==> src/rtl/regfile_wb_sink_if.sv <==
// Writeback/decode/debug bundle between the pipeline and the integer register file.
interface regfile_wb_sink_if #(
    parameter int unsigned XLEN = 32
) ();

    logic            REGWRITE_W_i;
    logic [4:0]      RD_W_i;
    logic [XLEN-1:0] RSLT_W_i;
    logic [4:0]      RS1_D_i;
    logic [4:0]      RS2_D_i;
    logic [4:0]      DBG_ADDR_i;
    logic [XLEN-1:0] RD1_D_o;
    logic [XLEN-1:0] RD2_D_o;
    logic [XLEN-1:0] DBG_DATA_o;
    logic [31:0]     WR_CNT_o;

    // Pipeline side: drives writeback and read indices, consumes read data.
    modport master (
        output REGWRITE_W_i, RD_W_i, RSLT_W_i, RS1_D_i, RS2_D_i, DBG_ADDR_i,
        input  RD1_D_o, RD2_D_o, DBG_DATA_o, WR_CNT_o
    );

    // Register file side.
    modport slave (
        input  REGWRITE_W_i, RD_W_i, RSLT_W_i, RS1_D_i, RS2_D_i, DBG_ADDR_i,
        output RD1_D_o, RD2_D_o, DBG_DATA_o, WR_CNT_o
    );

endinterface

==> src/rtl/regfile_wb_sink.sv <==
// RV32I integer register file: one writeback port, two decode read ports with
// same-cycle WB->ID bypass, one unbypassed debug read port and a commit counter.
module regfile_wb_sink #(
    parameter int unsigned XLEN      = 32,
    parameter int unsigned NREGS     = 32,
    parameter bit          BYPASS_EN = 1'b1
) (
    input  logic              CLK_i,
    input  logic              RST_N_i,
    regfile_wb_sink_if.slave  wb_if
);

    logic [XLEN-1:0] r_regs [NREGS];
    logic [31:0]     r_wr_cnt;
    logic [31:0]     w_wr_cnt_d;
    logic            w_wr_valid;
    logic [XLEN-1:0] w_rd1;
    logic [XLEN-1:0] w_rd2;
    logic [XLEN-1:0] w_dbg;

    // Committed-state lookup; x0 and out-of-range indices read as zero.
    function automatic logic [XLEN-1:0] lookup(input logic [4:0] idx);
        logic [XLEN-1:0] val;
        val = '0;
        for (int i = 1; i < int'(NREGS); i++) begin
            if (idx == 5'(i)) begin
                val = r_regs[i];
            end
        end
        return val;
    endfunction

    // A write is real only for x1..x(NREGS-1); gating with reset keeps reads at 0 while held.
    always_comb begin
        w_wr_valid = RST_N_i && wb_if.REGWRITE_W_i && (wb_if.RD_W_i != 5'd0) &&
                     (32'(wb_if.RD_W_i) < NREGS);
        w_wr_cnt_d = w_wr_valid ? (r_wr_cnt + 32'd1) : r_wr_cnt;
    end

    // Register array: async clear, single write port, x0 never stored.
    always_ff @(posedge CLK_i or negedge RST_N_i) begin
        if (!RST_N_i) begin
            for (int i = 0; i < int'(NREGS); i++) begin
                r_regs[i] <= '0;
            end
        end else begin
            for (int i = 1; i < int'(NREGS); i++) begin
                if (w_wr_valid && (wb_if.RD_W_i == 5'(i))) begin
                    r_regs[i] <= wb_if.RSLT_W_i;
                end
            end
        end
    end

    // Commit counter, wraps modulo 2^32.
    always_ff @(posedge CLK_i or negedge RST_N_i) begin
        if (!RST_N_i) begin
            r_wr_cnt <= '0;
        end else begin
            r_wr_cnt <= w_wr_cnt_d;
        end
    end

    // Decode reads: forward the in-flight write when it targets the same register.
    always_comb begin
        w_rd1 = '0;
        w_rd2 = '0;
        if (wb_if.RS1_D_i != 5'd0) begin
            if (BYPASS_EN && w_wr_valid && (wb_if.RD_W_i == wb_if.RS1_D_i)) begin
                w_rd1 = wb_if.RSLT_W_i;
            end else begin
                w_rd1 = lookup(wb_if.RS1_D_i);
            end
        end
        if (wb_if.RS2_D_i != 5'd0) begin
            if (BYPASS_EN && w_wr_valid && (wb_if.RD_W_i == wb_if.RS2_D_i)) begin
                w_rd2 = wb_if.RSLT_W_i;
            end else begin
                w_rd2 = lookup(wb_if.RS2_D_i);
            end
        end
    end

    // Debug read shows committed state only.
    always_comb begin
        w_dbg = lookup(wb_if.DBG_ADDR_i);
    end

    assign wb_if.RD1_D_o    = w_rd1;
    assign wb_if.RD2_D_o    = w_rd2;
    assign wb_if.DBG_DATA_o = w_dbg;
    assign wb_if.WR_CNT_o   = r_wr_cnt;

endmodule

==> src/flat_wrapper.sv <==
// flat-port wrapper written by rule: the top's interface ports become plain ports
module regfile_wb_sink_flat 
#(
    parameter int unsigned XLEN      = 32,
    parameter int unsigned NREGS     = 32,
    parameter bit          BYPASS_EN = 1'b1
)
  (CLK_i, RST_N_i, wb_if_REGWRITE_W_i, wb_if_RD_W_i, wb_if_RSLT_W_i, wb_if_RS1_D_i, wb_if_RS2_D_i, wb_if_DBG_ADDR_i, wb_if_RD1_D_o, wb_if_RD2_D_o, wb_if_DBG_DATA_o, wb_if_WR_CNT_o);
  regfile_wb_sink_if #(.XLEN(XLEN)) wb_if_i ();
  input  logic CLK_i;
  input  logic RST_N_i;
  input wire logic [$bits(wb_if_i.REGWRITE_W_i)-1:0] wb_if_REGWRITE_W_i;
  input wire logic [$bits(wb_if_i.RD_W_i)-1:0] wb_if_RD_W_i;
  input wire logic [$bits(wb_if_i.RSLT_W_i)-1:0] wb_if_RSLT_W_i;
  input wire logic [$bits(wb_if_i.RS1_D_i)-1:0] wb_if_RS1_D_i;
  input wire logic [$bits(wb_if_i.RS2_D_i)-1:0] wb_if_RS2_D_i;
  input wire logic [$bits(wb_if_i.DBG_ADDR_i)-1:0] wb_if_DBG_ADDR_i;
  output wire logic [$bits(wb_if_i.RD1_D_o)-1:0] wb_if_RD1_D_o;
  output wire logic [$bits(wb_if_i.RD2_D_o)-1:0] wb_if_RD2_D_o;
  output wire logic [$bits(wb_if_i.DBG_DATA_o)-1:0] wb_if_DBG_DATA_o;
  output wire logic [$bits(wb_if_i.WR_CNT_o)-1:0] wb_if_WR_CNT_o;
  assign wb_if_i.REGWRITE_W_i = wb_if_REGWRITE_W_i;
  assign wb_if_i.RD_W_i = wb_if_RD_W_i;
  assign wb_if_i.RSLT_W_i = wb_if_RSLT_W_i;
  assign wb_if_i.RS1_D_i = wb_if_RS1_D_i;
  assign wb_if_i.RS2_D_i = wb_if_RS2_D_i;
  assign wb_if_i.DBG_ADDR_i = wb_if_DBG_ADDR_i;
  assign wb_if_RD1_D_o = wb_if_i.RD1_D_o;
  assign wb_if_RD2_D_o = wb_if_i.RD2_D_o;
  assign wb_if_DBG_DATA_o = wb_if_i.DBG_DATA_o;
  assign wb_if_WR_CNT_o = wb_if_i.WR_CNT_o;
  regfile_wb_sink #(.XLEN(XLEN), .NREGS(NREGS), .BYPASS_EN(BYPASS_EN)) u_core (.CLK_i(CLK_i), .RST_N_i(RST_N_i), .wb_if(wb_if_i));
endmodule
==> config.mk <==
export PLATFORM = sky130hd
export DESIGN_NAME = regfile_wb_sink_flat
export DESIGN_NICKNAME = d
export VERILOG_FILES = /design/src/rtl/regfile_wb_sink_if.sv /design/src/rtl/regfile_wb_sink.sv /design/src/flat_wrapper.sv
export SDC_FILE = /design/constraint.sdc
export NUM_CORES = 2
export LEC_CHECK = 0
export ABC_AREA = 1
export CAP_MARGIN = 25
export CELL_PAD_IN_SITES_DETAIL_PLACEMENT = 0
export CELL_PAD_IN_SITES_GLOBAL_PLACEMENT = 1
export CORE_ASPECT_RATIO = 2
export CORE_MARGIN = 5
export CORE_UTILIZATION = 45
export DETAILED_ROUTE_END_ITERATION = 8
export GPL_ROUTABILITY_DRIVEN = 1
export PLACE_DENSITY = 0.85
export SLEW_MARGIN = 20
export SYNTH_ARGS = -nofsm -noshare
export SYNTH_HDL_FRONTEND = slang
export SYNTH_SLANG_ARGS = --single-unit
==> constraint.sdc <==
create_clock -name CLK_i -period 2.85 [get_ports CLK_i]
set_input_delay 0.285 -clock CLK_i [delete_from_list [all_inputs] [get_ports CLK_i]]
set_output_delay 0.285 -clock CLK_i [all_outputs]
set_load 0.1 [all_outputs]
==> reports/qor.csv <==
stage;metric;value;unit
min_path;min_path_cells;6;
sta;skew;20.9;ps
placement;place.gp.congestion;1.06;
synth;ys.flop_type;dfrtp_1;
clock_network;cts-root-buf;clkbuf_16;
pwr;clock_power_share;32.7;%
setup_path;crit_arrival;3970;ps
clock_network;clock_latency;740;ps
synth;synth_most_common_cell;nand2_1;
setup_path;reg2reg_depth;18;
routing;firstDrtPassIters;9;
routing;vias;68700;
final_layout;area_growth;33.7;%
sta;slew-limit-headroom;30.4;%
floorplan;dieArea;144000;sq um
global_route;track_usage;40.9;%
global_route;grt-ovfl-total;0;
routing;drt_wl_total;303000;um
floorplan;num_rows;191;
sta;setup_viol;96;
synth;synth_cell_types;38;
synth;synth-seq-cells;1024;
pwr;finalPower;44.0;mW
synth;synth_area_leaders;dfrtp_1 (42%), nand2_1 (21%), o21ai_0 (9.0%);
placement;port_buffers;182;
pwr;seq_power_share;41.9;%
pwr;switching_share;35.8;%
sta;worst_pin_slew;1040;ps
synth;avgSynthCellArea;6.55;sq um
clock_network;cts_tree;done;
routing;routed_via_density;5.71;
global_route;grt_pass1_wl;441000;um
pwr;leakagePower;37.0;nW
floorplan;die_y;531;um
final_layout;final_nets;10300;
sta;fin_crit;4250;ps
final_layout;nFillCells;12700;
final_layout;multi_input_area;33100;sq um
final_layout;seqCellArea;25700;sq um
final_layout;drive_gt1_share;22.4;%
routing;drc;0;
synth;synthArstFlopShare;100;%
sta;finalHoldViolations;0;
routing;ant_nets;0;
floorplan;core_area;135000;sq um
routing;wire_per_inst;25.2;um
pwr;p_int;28.2;mW
global_route;first_global_vias;67300;
synth;yosysSeqAreaShare;41.9;%
pwr;p_per_area;537;nW/um^2
clock_network;cts_max_path_buffers;3;
pwr;irDropWorstVdd;596;uV
sta;clock.fmax;235;MHz
floorplan;die_w;271;um
global_route;antenna_found_initial;12;
clock_network;cts.htree.levels;3;
run_status;violations;setup timing;
final_layout;finalNonFillerCells;12000;
setup_path;cp-end-kind;primary output;
sta;slew_violations;0;
setup_path;cp.required;2570;ps
setup_path;setup.worst_path.start_class;flip-flop;
sta;setup_ws;-1400;ps
sta;min_period_over_period;149;%
synth;syn-cell-area;61200;sq um
synth;synth_area_leader_cell;dfrtp_1;
synth;synth_nets;9390;
synth;synth_top_area_share;41.9;%
placement;dp.cells;11800;
synth;synth-edff-count;0;
sta;finalSetupTns;-92640;ps
synth;yosysWarnings;0;
pwr;switchingPower;15.7;mW
clock_network;cts_buffers;102;
run_status;outcome;finished, violations left;
floorplan;ios;183;
pwr;comb_power_share;25.3;%
global_route;grt_max_degree;172;
clock_network;clkSlewWorstSetupHoldPaths;70;ps
setup_path;critPathMaxFanout;2;
job;maxCapViolCount;0;
floorplan;initial_core_util;45.2;%
placement;dpl.hpwl;237000;um
clock_network;cts_sinks;1024;
synth;synthCells;9334;
routing;drt_iter0_markers;6924;
sta;rsz0062_at_grt;true;
synth;synth_common_cells;nand2_1 (3482), o21ai_0 (1102), nor2_1 (1045), dfrtp_1 (1024), inv_1 (707);
min_path;hp-class;input pin to flip-flop;
setup_path;critPathKind;flip-flop to primary output;
-- power by group through the flow --
stage	sequential (mW)	combinational [mW]	clock (mW)
2_1_floorplan	18.4	5.15	0
3_3_place_gp	18.5	10.2	0
3_5_place_dp	18.6	10.3	0
4_1_cts	18.3	10.7	14.5
5_1_grt	18.7	11.8	15.1
6_report	18.4	11.1	14.4
-- flip-flops by register name, indices dropped and copies added (netlist names) --
name	cells
u_core.wb_if.WR_CNT_o	32
u_core.r_regs	992
-- cell usage in the layout, fill, tap and decap left out, types with 25 or more instances in the layout --
cell,Yosys,final
or2_2,108,108
buf_6,0,98
nand2_1,3482,3307
nor2_2,8,184
buf_4,0,909
nand2_2,3,161
clkdlybuf4s50_1,0,38
dfrtp_1,1024,1007
nor2_4,4,65
nand3_2,3,70
nor3_2,3,29
clkbuf_16,0,104
nor2_1,1045,808
inv_2,17,52
inv_1,707,645
nand3_1,201,118
o21ai_0,1102,1076
a21oi_1,271,239
clkinv_2,0,25
nand4_1,641,641
buf_12,0,301
-- metal layers --
metal,up-vias,track usage [%],part of all wire (%)
met5,-,0.371,0.039
met4,8,43.6,14
met2,3455,69.2,48
li1,31700,-,-
met3,1498,8.10,6.8
met1,32000,39.7,31
-- critical path, cell delays in order, from the launching register on --
cell and delay [ps]:
dfrtp_1 390, inv_2 90, nor2_1 70, nor2_2 140, nand4_1 110, nor2_1 120, nand4_1 110, nor2_1 130
nand4_1 140, nor2_1 150, nand4_1 100, nor2_1 160, nand4_1 120, nor2_1 150, nand4_1 280, nand2_4 210
buf_12 110, nand4_1 100, nor2_2 180, buf_4 150, nor2_4 40, buf_12 160
-- final cells by class --
type,count,area share (%)
Inverter,735,3.52
Clock inverter,40,0.561
Clock buffer,142,3.61
Timing Repair Buffer,1368,17.8
Antenna cell,7,0.0214
Tap cell,1737,2.66
Multi-Input combinational cell,6980,40.5
Sequential cell,1024,31.4
-- path summary, 6_finish.rpt --
kind	slack [ps]	start	endpoint
max in group asynchronous	930	RST_N_i	u_core.r_regs[952]$_DFFE_PN0P_
setup / recovery	-1400	u_core.r_regs[922]$_DFFE_PN0P_	wb_if_RD1_D_o[26]
setup reg to reg	80	u_core.wb_if.WR_CNT_o[0]$_DFFE_PN0P_	u_core.wb_if.WR_CNT_o[30]$_DFFE_PN0P_
hold reg to reg	480	u_core.wb_if.WR_CNT_o[31]$_DFFE_PN0P_	u_core.wb_if.WR_CNT_o[31]$_DFFE_PN0P_
min in group asynchronous	170	RST_N_i	u_core.r_regs[985]$_DFFE_PN0P_
hold / removal	130	RST_N_i	u_core.wb_if.WR_CNT_o[0]$_DFFE_PN0P_
-- kinds of logic (layout without fill, tap and decap cells) --
kind of cell               count (synthesis)  after routing  share of synthesized area [%]
adders and majority gates                  1              1                         0.0204
other                                      0              7                              0
and+or+nand+nor                         5559           5559                           38.0
buffers and inverters                   1330           2285                           8.19
DFF                                     1024           1024                           41.9
AOI/OAI and AO/OA                       1389           1389                           11.4
xor gates and xnor gates                  31             31                          0.444
-- stage by stage --
step | worst slack [ps] | hold slack (ps) | utilization (%) | cell area [sq um]
CTS | -1430 | 89.2 | 59.8 | 80800
global placement | -1840 | 417 | 56.0 | 75700
detailed placement | -1650 | 420 | 56.0 | 75700
global route | -1520 | 138 | 60.5 | 81800
finish | -1400 | 126 | 60.5 | 81800
floorplan | -276 | -10.6 | - | 62100
-- timing repair --
action                     in CTS  in global routing
setup endpoints to repair      96                102
hold buffers                    1                  0
resized for setup             488                239
cloned                          0                  0
setup buffers                  45                 37
pin swaps                     259                345
hold endpoints to repair      108                  0
Power figures use the tool's default switching activity.
